$ cat src/rtl/mux_l1_rr.sv
// Four-lane L1 serializer: per-lane byte FIFOs drained one byte per cycle
// through a round-robin arbiter into a registered byte stream.
module mux_l1_rr #(
  parameter int FIFO_DEPTH = 4
) (
  input  logic       clk,
  input  logic       reset_L,
  input  logic [7:0] L1_in0,
  input  logic [7:0] L1_in1,
  input  logic [7:0] L1_in2,
  input  logic [7:0] L1_in3,
  input  logic       L1_valid0,
  input  logic       L1_valid1,
  input  logic       L1_valid2,
  input  logic       L1_valid3,
  output logic [7:0] data_out,
  output logic       valid_out,
  output logic [1:0] lane_out,
  output logic [3:0] fifo_full,
  output logic [3:0] overflow,
  output logic       idle
);

  localparam int PW = (FIFO_DEPTH > 1) ? $clog2(FIFO_DEPTH) : 1;
  localparam int CW = $clog2(FIFO_DEPTH + 1);
  localparam logic [CW-1:0] DEPTH_C = CW'(FIFO_DEPTH);

  logic [3:0][7:0]    din;
  logic [3:0]         vin;
  logic [7:0]         mem_q [4][FIFO_DEPTH];
  logic [3:0][PW-1:0] wr_ptr_q, wr_ptr_d;
  logic [3:0][PW-1:0] rd_ptr_q, rd_ptr_d;
  logic [3:0][CW-1:0] cnt_q, cnt_d;
  logic [1:0]         rr_q, rr_d;
  logic [1:0]         cand;
  logic               gnt_vld;
  logic [1:0]         gnt_lane;
  logic [3:0]         pop;
  logic [3:0]         wr_en;
  logic [7:0]         data_d;
  logic               valid_d;
  logic [1:0]         lane_d;
  logic [3:0]         ovf_d;
  logic               idle_d;

  assign din = {L1_in3, L1_in2, L1_in1, L1_in0};
  assign vin = {L1_valid3, L1_valid2, L1_valid1, L1_valid0};

  // Arbitration looks only at pre-edge counts, so a byte written this edge
  // cannot be granted until the next one.
  always_comb begin
    gnt_vld  = 1'b0;
    gnt_lane = rr_q;
    cand     = rr_q;
    for (int i = 0; i < 4; i++) begin
      cand = rr_q + 2'(i);
      if (!gnt_vld && cnt_q[cand] != '0) begin
        gnt_vld  = 1'b1;
        gnt_lane = cand;
      end
    end
  end

  assign pop = gnt_vld ? (4'b0001 << gnt_lane) : 4'b0000;

  always_comb begin
    wr_en    = '0;
    cnt_d    = cnt_q;
    wr_ptr_d = wr_ptr_q;
    rd_ptr_d = rd_ptr_q;
    for (int l = 0; l < 4; l++) begin
      // A full lane still takes a write when it is being popped the same edge.
      wr_en[l]    = vin[l] && ((cnt_q[l] != DEPTH_C) || pop[l]);
      cnt_d[l]    = cnt_q[l] + CW'(wr_en[l]) - CW'(pop[l]);
      wr_ptr_d[l] = wr_ptr_q[l] + PW'(wr_en[l]);
      rd_ptr_d[l] = rd_ptr_q[l] + PW'(pop[l]);
    end
  end

  always_comb begin
    for (int l = 0; l < 4; l++) begin
      fifo_full[l] = (cnt_q[l] == DEPTH_C);
    end
  end

  always_comb begin
    data_d  = data_out;
    lane_d  = lane_out;
    valid_d = gnt_vld;
    rr_d    = rr_q;
    if (gnt_vld) begin
      data_d = mem_q[gnt_lane][rd_ptr_q[gnt_lane]];
      lane_d = gnt_lane;
      rr_d   = gnt_lane + 2'd1;
    end
    ovf_d  = overflow | (vin & ~wr_en);
    idle_d = (cnt_d == '0) && (vin == 4'b0000);
  end

  always_ff @(posedge clk) begin
    for (int l = 0; l < 4; l++) begin
      if (wr_en[l]) begin
        mem_q[l][wr_ptr_q[l]] <= din[l];
      end
    end
  end

  always_ff @(posedge clk or negedge reset_L) begin
    if (!reset_L) begin
      wr_ptr_q  <= '0;
      rd_ptr_q  <= '0;
      cnt_q     <= '0;
      rr_q      <= 2'd0;
      data_out  <= 8'h00;
      valid_out <= 1'b0;
      lane_out  <= 2'd0;
      overflow  <= 4'b0000;
      idle      <= 1'b1;
    end else begin
      wr_ptr_q  <= wr_ptr_d;
      rd_ptr_q  <= rd_ptr_d;
      cnt_q     <= cnt_d;
      rr_q      <= rr_d;
      data_out  <= data_d;
      valid_out <= valid_d;
      lane_out  <= lane_d;
      overflow  <= ovf_d;
      idle      <= idle_d;
    end
  end

endmodule

$ cat config.mk
export PLATFORM = sky130hd
export DESIGN_NAME = mux_l1_rr
export DESIGN_NICKNAME = d
export VERILOG_FILES = /design/src/rtl/mux_l1_rr.sv
export SDC_FILE = /design/constraint.sdc
export NUM_CORES = 1
export LEC_CHECK = 0
export CAP_MARGIN = 20
export CORE_MARGIN = 2
export CORE_UTILIZATION = 31
export CTS_CLUSTER_DIAMETER = 60
export DETAILED_ROUTE_END_ITERATION = 6
export DONT_BUFFER_PORTS = 1
export SETUP_SLACK_MARGIN = 0.05
export SLEW_MARGIN = 20
export SYNTH_ARGS = -nofsm -noshare
export SYNTH_HDL_FRONTEND = slang
export SYNTH_SLANG_ARGS = --single-unit
$ cat constraint.sdc
create_clock -name clk -period 3.4 [get_ports clk]
set_input_delay 0.51 -clock clk [delete_from_list [all_inputs] [get_ports clk]]
set_output_delay 0.51 -clock clk [all_outputs]
set_load 0.01 [all_outputs]
==> Yosys cells after proc, flatten, opt, wreduce, memory -nomap -nowiden <==
Memories as Yosys holds them, arrays and structs flattened.
Index checks and enable logic that the tools add are counted.
{ "word_totals": {"regBits": 46, "mem_bits_rw": 128, "inputBits": 38, "output_inout_bits": 20, "word_cells": 132, "memories": 1} }
{ "memory_table": {"columns": ["name", "words", "word_bits", "read_ports", "rd_clocked_by_memory_dff", "write_ports", "line_no", "source"], "rows": [
  ["mem_q", 4, 32, 1, 0, 4, "30", "logic [7:0] mem_q [4][FIFO_DEPTH];"]
]} }
{ "op_classes": {"addsub": 20, "magnitude_cmp": 14, "n_eq_ne": 8, "n_shift": 1, "n_mux": 37, "n_bitwise": 8, "reduce_logical": 25} }
{ "op_table": {"columns": ["op", "n"], "rows": [
  ["two-way mux 32 bit", 4],
  ["demux 8 bit (select 2 bit)", 4],
  ["two-way mux 8 bit", 6],
  ["binary-select mux 3 bit (select 2 bit)", 4],
  ["adder 2 x 1 -> 2 bit", 8],
  ["binary-select mux 8 bit (select 2 bit)", 1],
  ["greater-or-equal comparator 3 bit (second input constant)", 5],
  ["less-than comparator 2 x 3 -> 1 bit (second input constant)", 5],
  ["inverter 2 -> 3 bit", 5],
  ["adder 3 x 1 -> 3 bit", 4],
  ["== test 3 bit (second input constant)", 4],
  ["logical AND 1 bit", 12],
  ["zero test 12 bit", 1],
  ["less-than comparator 3 x 1 -> 1 bit (second input constant)", 4],
  ["two-way mux 3 bit", 4],
  ["inequality test 3 bit (second input constant)", 4],
  ["nonzero test 3 bit", 4],
  ["subtractor 3 x 1 -> 3 bit", 4],
  ["two-way mux 1 bit", 8],
  ["two-way mux 2 bit", 4],
  ["adder 2 x 1 -> 2 bit (second input constant)", 2],
  ["adder 2 bit (second input constant)", 2],
  ["AND 4 bit", 1],
  ["binary-select mux 2 bit (select 2 bit)", 1],
  ["other kinds (7)", 12]
]} }

==> Depth between registers and ports, before layout <==
{ "logic_depth": {"depth_word": 21, "ltp_mapped": 17} }

==> Least setup slack after synthesis <==
OpenSTA, ideal clock, no wires.
{ "synth_timing": {"kind": "register to register", "start": "register cnt_q[1] (netlist name)", "end": "register idle", "arrival_time_ps": 3536, "setup_slack_ps": -232, "path_stages_with_launch": 17, "period_less_slack_ps": 3632, "path_cell_list": "dfrtp_1 > nor3_4 > o22ai_1 > a222oi_1 > buf_4 > buf_6 > nand2_1 > o21ai_1 > nand2_1 > ha_1 > inv_1 > ha_1 > fa_1 > xnor2_1 > xnor2_1 > or3_1 > nor4_1"} }
{ "synth_rtl": {"columns": ["element", "line_no", "source"], "rows": [
  ["start, declared", "33", "logic [3:0][CW-1:0] cnt_q, cnt_d;"],
  ["start signal, assigned", "122", "cnt_q <= cnt_d;"],
  ["end signal, assigned", "128", "idle <= idle_d;"],
  ["end, declared", "21", "output logic idle"]
]} }

==> flow_summary.ini <==
[routing]
via_per_inst = 4.77
routedWlPerCell_um = 20.0
ant_nets = 0
vias = 3966
drt_wl_total_um = 16700
firstDrtPassIters = 4
drt_iter0_markers = 248
drc = 0

[global_routing]
antenna_found_initial = 0
use_met1_pct = 17.7
grtUsageMet3_pct = 4.93
grt_pass1_wl_um = 25400
global_route.usage.met2_pct = 23.6
track_usage_pct = 14.2
grt_pass1_vias = 4338
gr-total-overflow = 0
grt-busiest-layer = met2
grt_max_degree = 61

[flow_run]
drv_cap = 0

[yosys]
async_flop_share_pct = 26.4
synth_edf_count = 128
syn-num-nets = 505
syn-cell-area_mm2 = 0.00731
syn_avg_cell_area_um2 = 16.3
post-synth-top-area-fraction_pct = 52.6
ys_top_cells_by_area = edfxtp_1 (53%), dfrtp_1 (15%), mux4_2 (5.2%)
synth_common_cells = edfxtp_1 (128), dfrtp_1 (45), mux2i_1 (36)
synth_compound_area_share_pct = 7.06
synthXorXnorAreaFrac_pct = 2.04
synth-simple-area-share_pct = 5.74
yosys.area.top_type = edfxtp_1
synth-seq-cells = 174
ys_seq_area_share_pct = 68.4
synth_fa_ha_area_share_pct = 3.49
synthMuxAreaShare_pct = 10.2
syn_inst = 449
yosys_warnings = 0
synth_top_family_by_area = multiplexers
synth_ff_type = edfxtp_1
synth.distinct_cells = 46
synth_most_common_cell = edfxtp_1

[timing]
slew_viol_final = 0
timing.setup.tns_ns = 0
worst_slew_margin_rel_pct = 53.5
fin_skew_ns = 0.00896
post-route-worst-setup-slack_ns = 0.0317
setup_viol = 0
tightest_slew_ns = 0.698
max_freq_mhz = 297
fin_crit_sh_pct = 99.1
finalHoldViolCount = 0
grt_setup_unrepaired = yes
finalCriticalPeriod_ns = 3.37

[min_path]
hp-start = L1_in1[7]
hold_depth = 0
min_to = mem_q[1][15]
worst_hold_path_type = input pin to flip-flop

[layout]
layout-drive-gt1-share_pct = 24.4
post-route-util_pct = 37.0
design_area_mm2 = 0.00864
syn2layout_area_growth_pct = 18.2
diodes = 0
n_fill_cell = 2186
nets = 555

[run_status]
outcome = complete, no violations

[worst_setup_path]
arrival_ns = 3.70
cp.required_ns = 3.73
setup.worst_path.class = flip-flop to flip-flop
max_stage_delay_ns = 0.44
cp_slowest_cell = dfrtp_2
crit_path_start_kind = flip-flop
reg2reg_depth = 15
crit_chain = or3_1 > a31oi_1 > o21ai_2 > a21boi_4 > buf_4 > o21ai_2 > nand2_2 > ha_1 > inv_1 > ha_1 > fa_2 > xnor2_1 > xnor2_1 > or3_1 > nor4_2
cp_max_fo = 3
reg2reg_slack_ns = 0.03
crit_buf_inv = 2
timing.rr.end = idle
end_kind = flip-flop
cp_top_family = simple AND/OR/NAND/NOR gates
rr_startpoint = cnt_q[7]

[placed_design]
dp_slack_ns = -0.0200
gp_congestion = 0.843
io_buffers = 0
placed_area_mm2 = 0.00795
hpwl_um = 12000

[pwr]
ir_worst_vdd_v = 0.000694
power.density_mw_per_mm2 = 1140
p_sw_mw = 3.75
clkPwrFrac_pct = 19.4
combPwrFrac_pct = 46.6
seqPwrFrac_pct = 34.0
power_leakage_nw = 3.19
p_sw_share_pct = 38.1
p_int_mw = 6.09

[floorplan]
io_pins = 58
initial_core_util_pct = 31.3
fp.dieW_um = 158
die-area_mm2 = 0.0248
die-height_um = 158
row_count = 56
core_mm2 = 0.0233

[clocking]
cts.sinks = 174
cts_buffer_depth = 2
cts-root-buf = clkbuf_16
clk_latency_ns = 0.42
cts_tree = yes
cts.clk_slew.worst_paths_ns = 0.07
cts_made_buffers = 17
cts.htree.levels = 4
==> worst register-to-register path: stages (launching register included) <==
cell and delay (ns):
dfrtp_2 0.44, or3_1 0.38, a31oi_1 0.18, o21ai_2 0.10, a21boi_4 0.16, buf_4 0.16
o21ai_2 0.17, nand2_2 0.07, ha_1 0.27, inv_1 0.04, ha_1 0.19, fa_2 0.34
xnor2_1 0.14, xnor2_1 0.14, or3_1 0.34, nor4_2 0.17
==> registers in the layout, summed over array words and instances, names as in the netlist <==
signal,flops
mem_q,128
rd_ptr_q,8
rr_q,2
overflow,4
data_out,8
cnt_q,12
wr_ptr_q,8
lane_out,2
valid_out,1
idle,1
==> power groups by stage <==
stage / registers [mW] / logic [mW] / clock network [mW]
2_1_floorplan: 3.28 / 3.29 / 0
3_3_place_gp: 3.35 / 4.35 / 0
3_5_place_dp: 3.38 / 4.50 / 0
4_1_cts: 3.35 / 4.57 / 1.94
5_1_grt: 3.41 / 5.00 / 2.04
6_report: 3.35 / 4.59 / 1.91
==> cells in the final DEF, fill, tap and decap left out, types with 4 or more instances in the layout <==
cell type and instances:
a21oi_1 10, clkbuf_16 17, edfxtp_1 128, xnor2_1 9, dfrtp_1 43, o22ai_1 4, a211oi_2 8, o21ai_1 6
buf_4 44, ha_1 14, nor3_1 4, clkinvlp_4 4, o2bb2ai_1 8, nor2b_1 8, a31oi_1 9, nor2_1 7
xor2_1 8, inv_8 4, mux2i_1 36, nor3b_1 8, inv_1 23, nand2_1 25, a211oi_1 8, and3_1 4
mux4_2 17
==> logic make-up after synthesis <==
logic type / after synthesis
flops: 174
fa+ha+maj: 18
simple gates: 78
buf+inv: 41
mux: 53
xor+xnor: 17
compound gates: 68
==> layer usage <==
| layer | vias to the layer above | routed length [µm] |
|---|---|---|
| li1 | 1818 | - |
| met1 | 2028 | 6870 |
| met2 | 112 | 8270 |
| met3 | 8 | 1370 |
| met4 | 0 | 134 |
| met5 | - | 0 |
==> worst max-delay path by stage <==
| stage | start | end | slack (ns) | depth (start not counted) |
|---|---|---|---|---|
| floorplan | cnt_q[0] | idle | -0.16 | 16 |
| CTS | cnt_q[0] | idle | 0.02 | 15 |
| detailed placement | cnt_q[10] | idle | -0.02 | 13 |
| global placement | cnt_q[2] | idle | 0.04 | 13 |
| global route | cnt_q[7] | idle | -0.15 | 15 |
| finish | cnt_q[7] | idle | 0.03 | 15 |
==> area by class of cell <==
| type | instances | area [µm²] | area share, % |
|---|---|---|---|
| Clock buffer | 17 | 425 | 4.92 |
| Inverter | 23 | 86.3 | 0.999 |
| Multi-Input combinational cell | 234 | 2150 | 24.8 |
| Sequential cell | 174 | 5000 | 57.9 |
| Tap cell | 319 | 399 | 4.62 |
| Timing Repair Buffer | 49 | 428 | 4.95 |
| Clock inverter | 15 | 155 | 1.80 |
==> what timing repair did <==
item                                    4_1_cts  5_1_grt
buffers inserted                              0        1
endpoints found under the setup margin        2        9
resized for setup                             6       12
pin swaps                                     3        5
endpoints found under the hold margin        46        0
hold buffers                                  2        0
==> metrics by stage <==
stage                     cells  hold slack (ns)  power (mW)
after floorplan             449            0.214        6.57
after CTS                   830            0.161        9.85
final                       831            0.175        9.84
after global placement      796            0.216        7.70
after global routing        831            0.145        10.4
after detailed placement    796            0.216        7.88
(Power assumes the default switching activity.)
